==> config.mk <==
export PLATFORM = sky130hd
export DESIGN_NAME = axi_state_tx
export DESIGN_NICKNAME = d
export VERILOG_FILES = /design/src/rtl/axi_state_tx.sv
export SDC_FILE = /design/constraint.sdc
export NUM_CORES = 2
export LEC_CHECK = 0
export CAP_MARGIN = 10
export CORE_AREA = 2 2 630 632
export DETAILED_ROUTE_END_ITERATION = 12
export DIE_AREA = 0 0 632 634
export PLACE_DENSITY_LB_ADDON = 0.15
export SLEW_MARGIN = 5
export SYNTH_ARGS = -nofsm -noshare
export SYNTH_HDL_FRONTEND = slang
export SYNTH_SLANG_ARGS = --single-unit
==> constraint.sdc <==
create_clock -name ACLK -period 2.6 [get_ports ACLK]
set_clock_uncertainty 0.2 [all_clocks]
set_input_delay 0.39 -clock ACLK [delete_from_list [all_inputs] [get_ports ACLK]]
set_output_delay 0.39 -clock ACLK [all_outputs]
set_load 0.01 [all_outputs]
==> src/rtl/axi_state_tx.sv <==
// Purpose: AXI-Stream transmitter that captures a 5x5x64 Keccak state and streams it LSB-first.
// Latency: first beat valid one cycle after start; done pulses the cycle after the last handshake.
// Backpressure: beat held stable while M_TREADY is low; start is ignored while a frame is in flight.
module axi_state_tx #(
    parameter int DATA_WIDTH = 16,
    parameter int OUT_BITS   = 1600
) (
    input  logic                  ACLK,
    input  logic                  ARESET,
    input  logic                  start,
    input  logic [4:0][4:0][63:0] D_in,
    output logic [DATA_WIDTH-1:0] M_TDATA,
    output logic                  M_TVALID,
    input  logic                  M_TREADY,
    output logic                  M_TLAST,
    output logic                  busy,
    output logic                  done
);

    // Full Keccak state width; the frame only drains the low OUT_BITS of it.
    localparam int STATE_BITS = 1600;
    localparam int BEATS      = OUT_BITS / DATA_WIDTH;
    localparam int CNT_W      = $clog2(BEATS + 1);
    localparam logic [CNT_W-1:0] LAST_CNT = CNT_W'(BEATS - 1);

    typedef enum logic [0:0] {
        IDLE = 1'b0,
        SEND = 1'b1
    } state_t;

    state_t                  state_q, state_d;
    logic [STATE_BITS-1:0]   shreg_q, shreg_d;
    logic [CNT_W-1:0]        cnt_q, cnt_d;
    logic                    done_q, done_d;

    logic                    sending;
    logic                    last_beat;
    logic                    handshake;

    // Decode of the current beat position and the AXI transfer condition.
    always_comb begin
        sending   = (state_q == SEND);
        last_beat = (cnt_q == LAST_CNT);
        handshake = sending && M_TREADY;
    end

    // Next-state logic: capture on start from IDLE, shift one beat per handshake,
    // return to IDLE and raise done after the final beat is accepted.
    always_comb begin
        state_d = state_q;
        shreg_d = shreg_q;
        cnt_d   = cnt_q;
        done_d  = 1'b0;
        case (state_q)
            IDLE: begin
                // Packed D_in already places lane [x][y] at bit 64*(5x+y).
                if (start) begin
                    shreg_d = D_in;
                    cnt_d   = '0;
                    state_d = SEND;
                end
            end
            SEND: begin
                // A start pulse here (even on the final handshake) is deliberately dropped.
                if (handshake) begin
                    shreg_d = shreg_q >> DATA_WIDTH;
                    cnt_d   = cnt_q + CNT_W'(1);
                    if (last_beat) begin
                        state_d = IDLE;
                        done_d  = 1'b1;
                    end
                end
            end
            default: begin
                state_d = IDLE;
            end
        endcase
    end

    // State registers with synchronous active-high reset; reset aborts any frame silently.
    always_ff @(posedge ACLK) begin
        if (ARESET) begin
            state_q <= IDLE;
            shreg_q <= '0;
            cnt_q   <= '0;
            done_q  <= 1'b0;
        end else begin
            state_q <= state_d;
            shreg_q <= shreg_d;
            cnt_q   <= cnt_d;
            done_q  <= done_d;
        end
    end

    // Outputs come straight from flops so they stay stable while the sink stalls.
    // TDATA is gated in IDLE so leftover state bits above OUT_BITS never leak out.
    always_comb begin
        M_TVALID = sending;
        M_TLAST  = sending && last_beat;
        M_TDATA  = sending ? shreg_q[DATA_WIDTH-1:0] : '0;
        busy     = sending;
        done     = done_q;
    end

endmodule

# Word level (Yosys, flattened, before mapping)
# Index checks and enable logic that the tools add are counted.
[totals]
latchBits = 0
mem_bits_rw = 0
wordCells = 26
input_bits = 1604
rom_bits = 0
output_inout_bits = 20
memories = 0
reg_bits = 1609
[op_classes]
bitwise = 2
reduce_logical = 4
mux = 12
n_mul = 0
shift = 0
n_addsub = 1
div_mod_pow = 0
order_cmp = 0
eq_ne = 3
[ops]
columns = ["op", "n"]
rows = [
  ["1600-bit two-way mux", 2],
  ["1600-bit case mux with 2 select lines", 1],
  ["16-bit two-way mux", 1],
  ["7-bit two-way mux", 2],
  ["7-bit case mux with 2 select lines", 1],
  ["7-bit by 1-bit adder with 7-bit output (second input constant)", 1],
  ["7-bit equality test (second input constant)", 1],
  ["1-bit two-way mux", 4],
  ["3-bit OR reduction", 1],
  ["1-bit logical AND", 2],
  ["2-bit by 1-bit != test with 1-bit output (second input constant)", 1],
  ["2-bit != test (second input constant)", 1],
  ["1-bit NOT", 2],
  ["1-bit case mux with 2 select lines", 1],
  ["2-bit AND reduction", 1],
]

# Depth between registers and ports, before layout
[depth]
ltp_word = 4
depth_mapped = 8

# Worst setup path after synthesis
# Ideal clock, no wire load.
[synth_timing]
kind = "register to register"
from = "reg state_q, in the netlist M_TVALID"
to = "reg shreg_q[1137]"
path_slack_ns = 0.703
arrival_ns = 1.551
stages_incl_launch_ff = 9
required_time_ns = 2.254
setup_ns = 0.146
n_path_buf = 5
cell_sequence = "dfxtp_1 > buf_4 > mux2_4 > buf_6 > buf_6 > buf_2 > buf_2 > nor2_1 > a211oi_2"
[synth_between]
elab_chain_cells = 3
elab_cells_between_ends = 6
classes_between = "eq/ne (2); mux (1); bitwise (1); reduce/logical (2)"
[synth_rtl]
columns = ["item", "line", "source"]
rows = [
  ["start: declaration", "31", "state_t state_q, state_d;"],
  ["start signal: assignment", "88", "state_q <= state_d;"],
  ["1-bit logical AND / 1-bit NOT (equally long branches)", "-", ""],
  ["2-bit by 1-bit != test with 1-bit output (no source line) / 2-bit != test (equally long branches)", "-", ""],
  ["2-bit AND reduction (no source line)", "-", ""],
  ["end signal: assignment", "89", "shreg_q <= shreg_d;"],
  ["end: declaration", "32", "logic [STATE_BITS-1:0] shreg_q, shreg_d;"],
]
# Several ways; a longest one is shown, not always the timed one.
# A chain may end at the register's enable or synchronous reset.

# Worst setup path after layout
[layout_timing]
from = "reg cnt_q[0]"
to = "out M_TLAST"
[layout_between]
elab_chain_cells = 2
[layout_rtl]
columns = ["item", "line", "source"]
rows = [
  ["start: declaration", "33", "logic [CNT_W-1:0] cnt_q, cnt_d;"],
  ["start signal: assignment", "90", "cnt_q <= cnt_d;"],
  ["7-bit equality test", "43", "last_beat = (cnt_q == LAST_CNT);"],
  ["1-bit logical AND", "99", "M_TLAST = sending && last_beat;"],
  ["end: declaration", "15", "output logic M_TLAST,"],
]
# No other way between the ends.

==> impl_metrics.csv <==
group,metric,value,unit
run_status,result_of_the_run,"finished with violations",
run_status,violations,"setup timing",
placement,dpl_cell_area,102000,um2
synth,ys.warnings.count,0,
floorplanning,die_area,401000,um2
final_layout,cell_area_after_layout,119000,um2
synth,synth_top_area_share,41.5,%
timing,period_share,100,%
timing,clock.fmax,383,MHz
setup_path,crit_type,"register to output port",
timing,tightestPinTransition,641,ps
route,via_per_inst,4.24,
route,route.antenna.remaining_nets,0,
global_route,gr-total-overflow,0,
floorplanning,die_x,632,um
power,power_report.internal_total,52.1,mW
global_route,initial_antenna_violation_count,273,
power,pwr-share-comb,21.5,%
clocking,cts_buffer_depth,4,
setup_path,timing.critical_path.cells,"ha_4, nand4_1, nor4_2, buf_4, buf_6",
synth,number_of_flip_flops_and_latches_in_the_synthesized_netlist,1609,
synth,synth_nets,8764,
power,final_power,74.0,mW
synth,synth_area,77500,um2
final_layout,nets,11300,
final_layout,most-common-layout-cells,"1,607 x nor2_1, 1,606 x dfxtp_1, 1,602 x clkdlybuf4s50_1",
power,vdd_ir_drop_max,0.531,mV
synth,synth_top_cell_by_area,"dfxtp_1",
synth,avgSynthCellArea,10.8,um2
timing,max-slew-margin-rel,56.0,%
job,drv.max_cap_violation_count,0,
timing,setup_violations,1,
final_layout,postLayoutCoreUtil,30.3,%
clocking,cts.htree.levels,4,
route,drt-initial-drc-count,3221,
route,drt_pre_antenna_iters,7,
route,postRouteWirelength,368,mm
final_layout,final_layout_size_suffix_gt1_share,23.7,%
clocking,tritoncts.num_buffers,208,
timing,worst_slack,-8.73,ps
setup_path,critPathSlowestCell,"dfxtp_4",
synth,post_synth_inst_count,7159,
clocking,clk-insertion-delay-late,920,ps
clocking,clk_root_buffer_cell,"clkbuf_16",
placement,place.gp.congestion,0.859,
floorplanning,core_region_area,394000,um2
placement,io_buffers,1623,
power,switchingPower,21.8,mW
route,num_vias,64400,
synth,synthDistinctLibCells,28,
setup_path,timing.critical_path.from_type,"register",
timing,rsz_0062_raised_after_global_routing,"true",
power,power.density,620,nW/um2
placement,place.detailed.hpwl,287,mm
power,p_seq_share,39.0,%
clocking,clk_transition_reported_paths,60,ps
timing,final-max-slew-violation-count,0,
global_route,first_global_vias,66300,
clocking,clock_sink_count,1609,
power,leakagePower,43.9,nW
synth,yosysSeqAreaShare,41.5,%
setup_path,path_max_fanout,6,
final_layout,final_common_cell,"nor2_1",
timing,finalHoldViolations,0,
floorplanning,ioPinCount,1624,
floorplanning,chipHeight,634,um
route,post_drt_wl_per_cell,24.2,um
power,clockPowerShare,39.4,%
clocking,tritoncts_clock_tree,"built",
route,drc,0,
power,netSwitchingFraction,29.5,%
timing,layout_min_cycle_time,2610,ps
floorplanning,rows,231,
global_route,largest_net_degree_at_the_start_of_global_routing,80,
worst_hold_path,hold_path_class,"primary input to register",
setup_path,required,2010,ps
synth,netlist_top_cells_area,"dfxtp_1 42%, a211oi_2 24%, mux2i_1 20%",
setup_path,critPathMaxStageDelay,380,ps
final_layout,area_delta_synth_final,53.9,%
floorplanning,initial_utilization,19.7,%
setup_path,worst_case_register_to_register_setup_slack,10,ps
setup_path,crit_arrival,2020,ps
global_route,grt_first_pass_wirelength,504,mm
global_route,grtUsageTotal,17.5,%
setup_path,timing.critical_path.to_type,"output port",
==> flip-flops by register name (all words and copies together) (netlist names) <==
name,cells
shreg_q,1600
cnt_q,7
M_TVALID,1
done,1
==> power by group through the flow <==
stage	Sequential, mW	Clock (mW)	Combinational, mW
3_3_place_gp	29.4	0	14.2
4_1_cts	28.9	30.3	16.1
3_5_place_dp	29.4	0	14.3
2_1_floorplan	28.4	0	8.85
6_report	28.9	29.2	15.9
5_1_grt	29.1	31.2	17.1
==> path summary, 6_finish.rpt <==
kind | from | endpoint | depth (start not counted)
worst max-delay path | cnt_q[0] | M_TLAST | 5
worst max register to register | M_TVALID | shreg_q[1279] | 7
worst min register to register | cnt_q[0] | cnt_q[0] | 1
worst min-delay path | D_in[123] | shreg_q[123] | 3
==> Yosys cell counts, drive strengths merged <==
cell and number:
mux2 4, a211oi 1586, nor3b 3, a31o 1
a22oi 17, nand2 1, ha 1, and3b 1
a2111oi 1, dfxtp 1609, inv 1, buf 476
and4 1, a21oi 2, nor3 1, and2 17
nor2b 1, nand4 4, clkbuf 238, nor2 1607
o21ai 1, nor4 1, mux2i 1585
==> routing by layer <==
metal	wire (um)	track usage (%)
met3	15900	3.02
met5	502	0
met2	177000	30.0
met4	12000	5.62
met1	162000	22.1
==> critical path, delay by kind of cell, from the launching register on <==
family        cells  cell delay, ps
simple gates      2             310
flops             1             380
buf+inv           2             280
fa+ha+maj         1             170
==> area by class of cell <==
type	count	area [um2]
clock inverter	49	571
inverter	1	3.75
timing repair buffer	3067	31600
multi-input combinational	4835	42000
sequential	1609	32200
clock buffer	311	6190
tap	5242	6560
fill	40600	275000
antenna	89	223
==> metrics by stage <==
step / std cells / hold slack, ps / TNS [ps] / setup WS (ps)
3_5_place_dp: 13700 / 291 / -23.7 / -14.7
4_1_cts: 15100 / 0.249 / -995 / -155
6_report: 15200 / 37.8 / -8.73 / -8.73
5_1_grt: 15200 / 11.0 / -1030 / -177
3_3_place_gp: 13700 / 289 / 0 / 31.4
2_1_floorplan: 7159 / 265 / 0 / 703
==> logic make-up (layout without fill, tap and decap cells) <==
family                     count (synthesis)  after routing  share of synthesized area [%]
other                                      0             89                              0
muxes                                   1589           1589                           20.5
DFF                                     1609           1609                           41.5
AOI/OAI and AO/OA                       1608           1608                           25.3
and+or+nand+nor                         1637           1637                           8.03
adders and majority gates                  1              1                         0.0161
buffers and inverters                    715           3428                           4.55
==> repair_timing <==
item                                    in CTS  in global routing
endpoints found under the setup margin      19                 33
gates resized for setup                    141                 34
pin swaps                                    1                  2
endpoints found under the hold margin     1011                  0
cloned                                       4                  1
hold buffers                              1002                  0
buffers inserted                            21                  5
(Power assumes the default switching activity.)
